## config.mk

```make
export PLATFORM = sky130hd
export DESIGN_NAME = plab5_mcore_mem_req_cmsg_queue
export DESIGN_NICKNAME = d
export VERILOG_FILES = /design/src/rtl/plab5_mcore_mem_req_cmsg_queue.sv
export SDC_FILE = /design/constraint.sdc
export NUM_CORES = 1
export LEC_CHECK = 0
export CORE_MARGIN = 4
export CORE_UTILIZATION = 52
export DETAILED_ROUTE_END_ITERATION = 16
export PLACE_DENSITY = 0.86
export SLEW_MARGIN = 20
export SYNTH_ARGS = -nofsm -noshare
export SYNTH_HDL_FRONTEND = slang
export SYNTH_SLANG_ARGS = --single-unit
```

## constraint.sdc

```tcl
create_clock -name clk -period 2.6 [get_ports clk]
set_input_delay 0.52 -clock clk [delete_from_list [all_inputs] [get_ports clk]]
set_output_delay 0.52 -clock clk [all_outputs]
set_load 0.1 [all_outputs]
```

## src/rtl/plab5_mcore_mem_req_cmsg_queue.sv

```systemverilog
// Two-entry in-order buffer that pairs a packed memory-request control message
// with its data word and presents the reassembled request downstream.
module plab5_mcore_mem_req_cmsg_queue #(
    parameter int unsigned p_opaque_nbits = 8,
    parameter int unsigned p_addr_nbits   = 32,
    parameter int unsigned p_data_nbits   = 32,
    localparam int unsigned l = $clog2(p_data_nbits / 8),
    localparam int unsigned c = 3 + p_opaque_nbits + p_addr_nbits + l,
    localparam int unsigned m = c + p_data_nbits
) (
    input  logic                    clk,
    input  logic                    reset,
    input  logic                    enq_val,
    output logic                    enq_rdy,
    input  logic [c-1:0]            enq_cmsg,
    input  logic [p_data_nbits-1:0] enq_data,
    output logic                    deq_val,
    input  logic                    deq_rdy,
    output logic [m-1:0]            deq_msg,
    output logic [2:0]              deq_type,
    output logic [p_addr_nbits-1:0] deq_addr,
    output logic [1:0]              num_free
);

    logic [m-1:0] entries [2];
    logic         head;
    logic         tail;
    logic [1:0]   count;
    logic         enq_fire;
    logic         deq_fire;

    // Ready/valid depend only on registered count, so there is no
    // combinational path between the two ends.
    assign enq_rdy  = (count != 2'd2);
    assign deq_val  = (count != 2'd0);
    assign enq_fire = enq_val && enq_rdy;
    assign deq_fire = deq_val && deq_rdy;

    assign deq_msg  = entries[head];
    assign deq_type = deq_msg[m-1 -: 3];
    assign deq_addr = deq_msg[p_data_nbits + l + p_addr_nbits - 1 -: p_addr_nbits];
    assign num_free = 2'd2 - count;

    always_ff @(posedge clk or negedge reset) begin
        if (!reset) begin
            head       <= 1'b0;
            tail       <= 1'b0;
            count      <= '0;
            entries[0] <= '0;
            entries[1] <= '0;
        end else begin
            if (enq_fire) begin
                entries[tail] <= {enq_cmsg, enq_data};
                tail          <= ~tail;
            end
            if (deq_fire) begin
                head <= ~head;
            end
            case ({enq_fire, deq_fire})
                2'b10:   count <= count + 2'd1;
                2'b01:   count <= count - 2'd1;
                default: count <= count;
            endcase
        end
    end

endmodule
```

# After elaboration in Yosys (flattened, before gate mapping)
# Cells that the tools add are included.
[word_totals] register_bits=158 latch_bits=0 ram_bits=0 mem_bits_ro=0 inputBits=81 out_inout_bits=116 wordCells=30 memories=0
[classes] addsub=3 n_mul=0 div=0 n_lt_le_gt_ge=3 n_eq_ne=3 shift=0 mux=7 bitwise_logic=4 n_reduce_logical=5
[ops] op="$mux W77" n=4
[ops] op="$bwmux W154" n=1
[ops] op="$demux W77 S1" n=1
[ops] op="$ge A2 B2 Y1 const B" n=2
[ops] op="$not A1 Y2" n=2
[ops] op="$pmux W2 S2" n=1
[ops] op="$reduce_bool A2 Y1" n=2
[ops] op="$logic_and A1 B1 Y1" n=3
[ops] op="$add A2 B1 Y2 const B" n=1
[ops] op="$eq A2 B1 Y1 const B" n=1
[ops] op="$eq A2 B2 Y1 const B" n=1
[ops] op="$lt A2 B1 Y1 const B" n=1
[ops] op="$ne A2 B2 Y1 const B" n=1
[ops] op="$not A1 Y1" n=2
[ops] op="$sub A2 B1 Y2 const B" n=1
[ops] op="$sub A2 B2 Y2 const A" n=1

# Longest topological paths before layout
[logic_depth] ltp_word=6 ltp_mapped=7

# Worst setup path after synthesis
# OpenSTA, ideal clock, no wires.
[synth_path] kind="flip-flop to output port" start="register head" end="output deq_msg[38]" arrival_time_ns=1.790 required_ns=2.080 path_slack_ns=0.290 stages_incl_launch_ff=6 path_cell_list="dfrtp_1 buf_2 buf_2 buf_2 mux2_2 buf_4"
[synth_via] elab_chain_cells=4
[synth_lines] element="start, declared" line_no="26" rtl="logic head;"
[synth_lines] element="start signal, assigned" line_no="57" rtl="head <= ~head;"
[synth_lines] element="$not A1 Y2 (implied by the code)" line_no="39" rtl="assign deq_msg = entries[head];"
[synth_lines] element="$mux W77 (implied by the code) (3 in series)" line_no="39"
[synth_lines] element="end, declared" line_no="19" rtl="output logic [m-1:0] deq_msg,"
# Every way passes these cells. The select of a mux whose other input is x is not followed.

# Worst setup path after layout
[layout_path] start="register head" end="output deq_addr[25]"
[layout_via] elab_chain_cells=4
[layout_lines] element="$not A1 Y2 (implied by the code)" line_no="39"
[layout_lines] element="$mux W77 (implied by the code) (3 in series)" line_no="39"
[layout_lines] element="end, declared" line_no="21" rtl="output logic [p_addr_nbits-1:0] deq_addr,"
# Every way passes these cells. The select of a mux whose other input is x is not followed.

==> flow_metrics.tcl <==
set metrics [dict create \
    outcome "complete, no violations" \
    avgSynthCellArea_um2 15.49 \
    wl_per_cell_um 21.73 \
    clock.fmax_mhz 414.1 \
    netlist_area_mm2 0.007249 \
    yosys.area.top_type_share 0.5454 \
    crit_chain "buf_12 > mux2_2 > buf_12" \
    critical_path_class "flop to output pin" \
    core.rowCount 42 \
    cts_root_buf "clkbuf_16" \
    syn_to_final_growth_pct 50.69 \
    synth_fa_ha_area_frac 0.005178 \
    crit_top_cell "buf_12" \
    antenna_found_initial 0 \
    clock_latency_ps 420 \
    worst-path-buf-inv 2 \
    syn_nets 552 \
    die-area_mm2 0.01589 \
    synth-simple-area-share 0.005523 \
    fillers 727 \
    totalWireLength_um 17820 \
    port_buffers 196 \
    die_w_um 126.1 \
    dieHeight_um 126.1 \
    cts_setup_buffers 0 \
    finalClockSkew_ps 5.378 \
    synth_top_family_by_area "multiplexers" \
    grt_max_degree 62 \
    path_delay_family "flip-flops" \
    cap_violations 0 \
    h-tree-depth 4 \
    fin_nets 715 \
    synth-compound-area-share 0 \
    post-dp-hpwl_um 12380 \
    final-seq-area_mm2 0.003958 \
    vias 4351 \
    required_ps 2080 \
    ys_seq_area_frac 0.5454 \
    start_util 0.5389 \
    finalWeightedCongestion 0.7647 \
    startpoint_type "flop" \
    cts_tree "yes" \
    grt_pass1_wl_um 29100 \
    yosysTopAreaCell "dfrtp_1" \
    min_period_ps 2415 \
    maxSlewViolCount 0 \
    multiInputGateArea_mm2 0.002843 \
    drcViolationCount 0 \
    synth.distinct_cells 15 \
    antenna_cells 0 \
    synth-xor-area-share 0.006041 \
    setup_viol 0 \
    critPathMaxFanout 37 \
    io_pins 197 \
    ys_top_cells_by_area "dfrtp_1 55%, mux2_2 31%, mux2_4 6.2%" \
    grt_usage 0.2333 \
    critPathArrivalTime_ps 1900 \
    endpoint_kind "output pin" \
    critPathSlowestCell "dfrtp_4" \
    cts.repair.resized 0 \
    layout-drive-gt1-share 0.6102 \
    first_global_vias 5149 \
    slew_headroom 0.6343 \
    yosys_warnings 0 \
    post-route-period-util 0.9289 \
    setup-tns-final_ps 0 \
    clock_sinks 158 \
    ys_ff_latch 158 \
    rsz0062_at_grt "no" \
    via_per_inst 5.306 \
    antenna_left 0 \
    worst_slew_pin_slew_ps 548.5 \
    critPathMaxStageDelay_ps 550 \
    synth_mux_area_frac 0.3744 \
    hold_viol_final 0 \
    cts_buffers 17 \
    core-area_mm2 0.01345 \
    ctsHoldBuffers 0 \
    clk_pin_slew_worst_paths_ps 60 \
    overflow 0 \
    drt-initial-drc-count 201 \
    cts.path.max_buffers 2 \
    synth_cells 468 \
    hp-class "input pin to asynchronous set/reset pin" \
    dr.pass1.iters 5 \
]
[Yosys cell counts]
cell	instances
nand3_2	1
mux2_2	201
nand2b_2	1
buf_2	17
nor2_1	1
nor2_4	1
buf_6	7
nor2b_1	1
dfrtp_1	158
ha_1	3
buf_4	37
xnor2_1	4
xor2_1	1
mux2_4	30
inv_1	5
[kinds of logic (layout without fill, tap and decap cells)]
| kind of cell | after synthesis | count (layout) |
|---|---|---|
| buffers and inverters | 66 | 242 |
| AND/OR/NAND/NOR | 5 | 5 |
| adder cells (fa/ha/maj) | 3 | 3 |
| flip-flops | 158 | 158 |
| multiplexers | 231 | 231 |
| XOR/XNOR | 5 | 5 |
[metal layers]
layer | global-route usage | share of wire | vias to the layer above | routed length [um]
met5 | 0 | 0 | - | 0
met4 | 0.06120 | 0.013 | 0 | 234
met3 | 0.07578 | 0.070 | 18 | 1247
met2 | 0.4119 | 0.53 | 153 | 9481
met1 | 0.2750 | 0.38 | 2237 | 6858
li1 | - | - | 1943 | -
[through the flow]
| step | hold slack [ps] | utilization | area [um^2] | setup slack [ps] | instances |
|---|---|---|---|---|---|
| 3_5_place_dp | 487.1 | 0.7633 | 10270 | 434.9 | 788 |
| 2_1_floorplan | 224.4 | - | 7249 | 290.3 | 468 |
| 6_report | 54.38 | 0.8120 | 10920 | 184.9 | 820 |
| 4_1_cts | 60.21 | 0.8120 | 10920 | 171.1 | 820 |
| 5_1_grt | 88.95 | 0.8120 | 10920 | 142.2 | 820 |
| 3_3_place_gp | 480.8 | 0.7633 | 10270 | 494.3 | 788 |
[cells in the final DEF (no fill, tap or decap)]
cell type | synthesis | routed
dfrtp_4 | 0 | 1
clkinv_4 | 0 | 3
mux2_2 | 201 | 201
nor2_1 | 1 | 1
nand3_4 | 0 | 1
clkdlybuf4s50_1 | 0 | 79
clkbuf_8 | 0 | 1
dfrtp_1 | 158 | 157
clkbuf_16 | 0 | 17
ha_1 | 3 | 3
inv_1 | 5 | 5
clkinv_2 | 0 | 2
nor2_4 | 1 | 1
nor2b_1 | 1 | 1
clkinvlp_4 | 0 | 4
buf_4 | 37 | 6
buf_12 | 0 | 119
bufinv_16 | 0 | 5
xor2_1 | 1 | 1
nand2b_2 | 1 | 1
mux2_4 | 30 | 30
buf_6 | 7 | 1
xnor2_1 | 4 | 4
[area by class of cell]
class / instances / share of cell area
flip-flops and latches: 158 / 0.3623
repair buffers: 205 / 0.2956
multi-input cells: 244 / 0.2602
clock buffers: 18 / 0.04020
well taps: 176 / 0.02016
clock inverters: 14 / 0.01981
inverters: 5 / 0.001718
[worst paths after layout]
kind,end,cells after the start,slack [ps],start
max in group asynchronous,entries[28],2,1720,reset
min in group clk,entries[11],1,500,entries[11]
worst max register to register,entries[148],6,680,count[0]
worst max-delay path,deq_addr[25],3,180,head
worst min-delay path,entries[43],1,50,reset
worst min register to register,entries[11],1,500,entries[11]
[sequential cells by signal, summed over array words and instances, names as in the netlist]
| signal | cells |
|---|---|
| count | 2 |
| entries | 154 |
| head | 1 |
| tail | 1 |
Power is left out: the tool's default activity adds up to more than one toggle a clock period on the data nets, which glitch-free logic cannot reach.
